`src/rtl/mem1_fifo_ctrl.sv`:
```
// Valid/ready FIFO controller wrapped around the mem1 register-file memory.
// It owns the pointers and occupancy and presents mem1's registered Q as the FIFO head.
module mem1_fifo_ctrl #(
  parameter int WIDTH  = 8,
  parameter int SIZE_E = 6
) (
  input  logic              CLK,
  input  logic              RSTN,
  input  logic              FLUSH,
  input  logic              IN_VALID,
  output logic              IN_READY,
  input  logic [WIDTH-1:0]  IN_DATA,
  output logic              OUT_VALID,
  input  logic              OUT_READY,
  output logic [WIDTH-1:0]  OUT_DATA,
  output logic [SIZE_E:0]   LEVEL,
  output logic              MEM_WRITE,
  output logic              MEM_READ,
  output logic [SIZE_E-1:0] MEM_WRADDR,
  output logic [SIZE_E-1:0] MEM_RDADDR,
  output logic [WIDTH-1:0]  MEM_D,
  input  logic [WIDTH-1:0]  MEM_Q
);

  localparam logic [SIZE_E:0]   DEPTH_C = (SIZE_E+1)'(2**SIZE_E);
  localparam logic [SIZE_E-1:0] PTR_ONE = SIZE_E'(1);

  logic [SIZE_E-1:0] wr_ptr;
  logic [SIZE_E-1:0] rd_ptr;
  logic [SIZE_E:0]   count;
  logic              out_valid;
  logic              mem_read;
  logic              push;
  logic              pop;

  // mem_read doubles as "out of reset for at least one edge", which gates IN_READY.
  assign IN_READY   = mem_read & (count != DEPTH_C) & ~FLUSH;
  assign push       = IN_VALID & IN_READY;
  assign pop        = out_valid & OUT_READY & ~FLUSH;

  assign MEM_WRITE  = push;
  assign MEM_WRADDR = wr_ptr;
  assign MEM_D      = IN_DATA;
  assign MEM_READ   = mem_read;
  // Look ahead on pop so mem1 latches the next head on the same edge.
  assign MEM_RDADDR = pop ? rd_ptr + PTR_ONE : rd_ptr;

  assign OUT_VALID  = out_valid;
  assign OUT_DATA   = MEM_Q;
  assign LEVEL      = count;

  always_ff @(posedge CLK or negedge RSTN) begin
    if (!RSTN) begin
      wr_ptr    <= '0;
      rd_ptr    <= '0;
      count     <= '0;
      out_valid <= 1'b0;
      mem_read  <= 1'b0;
    end else begin
      mem_read <= 1'b1;
      if (FLUSH) begin
        wr_ptr    <= '0;
        rd_ptr    <= '0;
        count     <= '0;
        out_valid <= 1'b0;
      end else begin
        if (push) wr_ptr <= wr_ptr + PTR_ONE;
        if (pop)  rd_ptr <= rd_ptr + PTR_ONE;
        count <= count + (SIZE_E+1)'(push) - (SIZE_E+1)'(pop);
        // A word written this edge is not yet readable: mem1 returns old data on collision.
        out_valid <= (count - (SIZE_E+1)'(pop)) != '0;
      end
    end
  end

endmodule

```
`config.mk`:
```
export PLATFORM = sky130hd
export DESIGN_NAME = mem1_fifo_ctrl
export DESIGN_NICKNAME = d
export VERILOG_FILES = /design/src/rtl/mem1_fifo_ctrl.sv
export SDC_FILE = /design/constraint.sdc
export NUM_CORES = 1
export LEC_CHECK = 0
export ABC_AREA = 1
export ABC_CLOCK_PERIOD_IN_PS = 3400
export CORE_ASPECT_RATIO = 1.1
export CORE_UTILIZATION = 45
export CTS_CLUSTER_SIZE = 24
export DETAILED_ROUTE_END_ITERATION = 16
export PLACE_DENSITY = 0.85
export SYNTH_ARGS = -nofsm -noshare
export SYNTH_HDL_FRONTEND = slang
export SYNTH_SLANG_ARGS = --single-unit
```
`constraint.sdc`:
```
create_clock -name CLK -period 3.4 [get_ports CLK]
set_clock_uncertainty 0.1 [all_clocks]
set_input_delay 0.51 -clock CLK [delete_from_list [all_inputs] [get_ports CLK]]
set_output_delay 0.51 -clock CLK [all_outputs]
set_load 0.01 [all_outputs]
```
Yosys cells after proc, flatten, opt, wreduce, memory -nomap -nowiden:

Index checks and enable logic that the tools add are counted.

* register bits: 21

* $add $sub $neg: 5
* equality and inequality tests: 1
* multiplexer cells: 6
* bitwise gates (word level): 6
* reduce and logical (&&, ||, !) cells: 2

Operator list (count)
* $mux 6: 4
* $sub 7x1->7: 2
* $add 6x1->6 const B: 2
* $add 7x1->7: 1
* $mux 7: 1
* $ne 7x7->1 const B: 1
* $reduce_bool 7->1: 1
* $and 1x1->1: 5
* $reduce_bool 2->1: 1
* $mux 1: 1
* $not 1->1: 1

Longest topological paths before layout:

* word-level depth: 7
* depth in mapped cells: 17
* mapped depth without buffers: 17

Worst setup path after synthesis:

OpenSTA, ideal clock, no wires.

* kind: reg-to-reg
* start: register count[2], in the netlist LEVEL[2]
* end: register count[6], in the netlist LEVEL[6]
* arrival: 2347 ps
* setup slack: 836 ps
* cell stages (with the launch flop): 18
* buffers on the path: 0
* period minus slack after synthesis: 2564 ps
* path through: dfrtp_1 > inv_1 > ha_1 > nand2_1 > inv_1 > nand4_1 > nand3_2 > ha_1 > inv_1 > ha_1 > inv_1 > fa_1 > inv_1 > nand4_1 > nand3_1 > nand2_1 > nand2_1 > nor2_1

* word-level cells in the longest chain between the ends: 7

Ends and longest elaborated chain
* start: declaration: RTL line 30 `logic [SIZE_E:0] count;`
* start signal: assignment: RTL line 69 `count <= count + (SIZE_E+1)'(push) - (SIZE_E+1)'(pop);`
* $ne 7x7->1: RTL line 37 `assign IN_READY = mem_read & (count != DEPTH_C) & ~FLUSH;`
* $and 1x1->1 (2 in a row): RTL line 37
* $and 1x1->1: RTL line 38 `assign push = IN_VALID & IN_READY;`
* $add 7x1->7 *: RTL line 69
* $sub 7x1->7 *: RTL line 69
* $mux 7 *: RTL line 61 `if (FLUSH) begin`

Mark *: on every way between the ends. The rest lies on a longest branch, timed or not.
A chain may end at the register's enable or synchronous reset.

Worst setup path in the final report:

* start: input port FLUSH
* end: output port MEM_RDADDR[4]

* word-level cells in the longest chain between the ends: 3

Ends and longest elaborated chain
* start: declaration: RTL line 9 `input logic FLUSH,`
* $not 1->1: RTL line 39 `assign pop = out_valid & OUT_READY & ~FLUSH;`
* $and 1x1->1: RTL line 39
* $mux 6
* end: declaration: RTL line 20 `output logic [SIZE_E-1:0] MEM_RDADDR,`

No other way between the ends.

==> flow_metrics.py <==
metrics = {
    "die": {
        "core_area_mm2": 0.00339,
        "initial_utilization": 0.478,
        "fp-row-count": 22,
        "ios": 60,
        "die_area_mm2": 0.00384,
        "die_w_um": 59.2,
        "dieHeight_um": 64.9,
    },
    "critical_path": {
        "cp-end-kind": "primary output",
        "crit_type": "input pin to primary output",
        "critPathSlowestCell": "clkdlybuf4s50_1",
        "startpoint_type": "input pin",
        "max_stage_delay_ns": 0.52,
        "crit_arrival_ns": 2.33,
        "critPathBufInv": 4,
        "rr_endpoint": "LEVEL[6]$_DFF_PN0_",
        "critical_path_required_ns": 2.79,
        "path_cells": "clkdlybuf4s50_1 > inv_2 > nand3_2 > nor2_4 > nand3_2 > xor2_1 > inv_1 > clkdlybuf4s50_1",
        "cp_top_family": "buffers and inverters",
        "reg2reg_slack_ns": 0.58,
        "r2r-start": "LEVEL[3]$_DFF_PN0_",
        "worst_r2r_path_depth": 17,
        "crit_path_max_fanout": 9,
    },
    "routing": {
        "via_per_inst": 4.56,
        "firstDrtPassIters": 6,
        "vias": 1278,
        "ant_nets": 0,
        "drc_errors": 0,
        "wirelength_um": 3080,
        "wire_per_inst_um": 11.0,
        "first_iter_violations": 44,
    },
    "min_path": {
        "worstHoldEndpoint": "MEM_WRADDR[1]$_DFFE_PN0P_",
        "min_path_type": "flop to flop",
        "min-delay-start": "MEM_WRADDR[1]$_DFFE_PN0P_",
        "hold_depth": 2,
    },
    "place": {
        "dpl_worst_slack_ns": 0.378,
        "dp_hpwl_um": 2440,
        "place_area_mm2": 0.00183,
        "portBuffers": 27,
        "gp_congestion": 0.891,
    },
    "global_route": {
        "antenna_found_initial": 0,
        "grtUsageTotal": 0.181,
        "grt_pass1_wl_um": 5250,
        "grt_pass1_vias": 1263,
        "grt_max_degree": 22,
        "overflow": 0,
    },
    "synthesis": {
        "ys_seq_area_frac": 0.325,
        "netlist_area_mm2": 0.00162,
        "ys_seq_elements": 21,
        "synth_warnings": 0,
        "synth_top_cell_area_share": 0.325,
        "synth_top_area_cell": "dfrtp_1",
        "avgSynthCellArea_um2": 7.46,
        "synthTopCellsByArea": "dfrtp_1 32%, nand2_1 13%, ha_1 12%, inv_1 8.4%, buf_4 7.9%",
        "synthCells": 217,
        "synthDistinctLibCells": 23,
        "syn_nets": 255,
    },
    "sta": {
        "setup_violations": 0,
        "slew-limit-headroom": 0.394,
        "timing.fmax_mhz": 340,
        "final-max-slew-violation-count": 0,
        "postLayoutSetupSlackWorst_ns": 0.462,
        "finalHoldViolations": 0,
        "fin_setup_tns_ns": 0,
        "period_share": 0.864,
        "worst_pin_slew_ns": 0.905,
        "grt_setup_unrepaired": "false",
        "period_needed_ns": 2.94,
    },
    "final_layout": {
        "stdcell_area_mm2": 0.00186,
        "fillerInstances": 313,
        "nets": 271,
        "layout_commonest_cell": "nand2_1",
        "antennaDiodeCount": 0,
        "drive_above_1_share": 0.0776,
        "mostFrequentLayoutCells": "56 x nand2_1, 36 x inv_1, 27 x clkdlybuf4s50_1",
        "register_area_um2": 526,
        "area_growth_pct": 14.7,
        "utilization": 0.548,
        "multi_input_area_um2": 818,
    },
    "flow_run": {
        "cap_violations": 0,
    },
    "clock_network": {
        "post_cts_buffers": 0,
        "path_clk_slew_ns": 0.12,
        "cts_tree": "built",
        "cts_made_buffers": 3,
        "clkSinkCount": 21,
        "htreeDepth": 1,
        "cts-root-buf": "clkbuf_4",
        "insertion_delay_ns": 0.31,
        "holdBufCountCts": 0,
        "post_cts_resize_count": 0,
        "cts_buffer_depth": 2,
    },
    "power": {
        "leakagePower_nw": 0.977,
        "total_power_w": 0.00104,
        "ir_drop_v": 0.000209,
        "power.density_mw_per_mm2": 561,
    },
    "run_status": {
        "status": "finished clean",
    },
}
[per-layer routing]
| layer | track usage | vias up | wire [µm] |
|---|---|---|---|
| li1 | - | 668 | - |
| met2 | 0.286 | 26 | 1410 |
| met4 | 0.113 | 0 | 91 |
| met1 | 0.224 | 574 | 1430 |
| met3 | 0.0339 | 10 | 144 |
| met5 | 0 | - | 0 |
[report_power, final]
group | leakage (nW) | internal (W) | switching, W
Clock | 0.0177 | 0.0000440 | 0.0000808
Combinational | 0.678 | 0.000243 | 0.000339
Sequential | 0.281 | 0.000286 | 0.0000470
Total | 0.977 | 0.000573 | 0.000467
[cell families after synthesis]
group	Yosys count	share of synthesized area
xor gates and xnor gates	7	0.0425
buffers and inverters	56	0.169
AOI/OAI and AO/OA	13	0.0433
adders and majority gates	17	0.136
other	1	0.00232
DFF	21	0.325
and+or+nand+nor	102	0.282
[sequential cells by signal, indices dropped and copies added, names as in the netlist]
name        flops
MEM_READ        1
rd_ptr          6
OUT_VALID       1
MEM_WRADDR      6
LEVEL           7
[how the worst max path moves through the flow]
stage | from | endpoint | depth (start not counted)
4_1_cts | FLUSH | MEM_RDADDR[4] | 8
3_5_place_dp | FLUSH | LEVEL[6]$_DFF_PN0_ | 14
5_1_grt | LEVEL[4]$_DFF_PN0_ | LEVEL[6]$_DFF_PN0_ | 17
2_1_floorplan | LEVEL[2]$_DFF_PN0_ | LEVEL[6]$_DFF_PN0_ | 17
6_report | FLUSH | MEM_RDADDR[4] | 8
3_3_place_gp | FLUSH | LEVEL[6]$_DFF_PN0_ | 14
[cell type report]
class                      count  share of cell area
clock buffer                   3              0.0121
clock inverter                 1             0.00270
inverter                      39              0.0789
multi-input combinational    140               0.441
sequential                    21               0.283
tap                           48              0.0324
timing repair buffer          28               0.150
[cells in the mapped netlist]
cell type and count:
nand2_1 56, dfrtp_1 21, nand3_1 9, buf_4 17, o21ai_0 4, nor2_2 2
nand3_2 3, nand4_1 3, xor2_2 1, fa_1 1, nand3b_1 2, nand2_2 2
nor2_1 22, xor2_1 6, a31oi_1 2, conb_1 1, nor2_4 2, and2_1 1
ha_1 16, o21bai_1 1, inv_2 3, a21oi_1 6, inv_1 36
[worst register-to-register path, stage by stage (launching register included)]
cell     delay [ns]
dfrtp_1        0.45
inv_1          0.12
ha_1           0.22
nand2_1        0.08
inv_1          0.05
nand4_1        0.13
nand3_2        0.13
ha_1           0.31
inv_1          0.06
ha_1           0.18
inv_1          0.06
fa_1           0.40
inv_1          0.09
nand4_1        0.10
nand3_1        0.12
nand2_1        0.06
nand2_1        0.06
nor2_1         0.04
[metrics by stage]
stage	hold WS, ns	cells
floorplan	0.114	217
global placement	0.414	276
detailed placement	0.420	276
CTS	0.452	280
global route	0.475	280
finish	0.449	280
No activity file was read; power rests on OpenSTA's default activity.
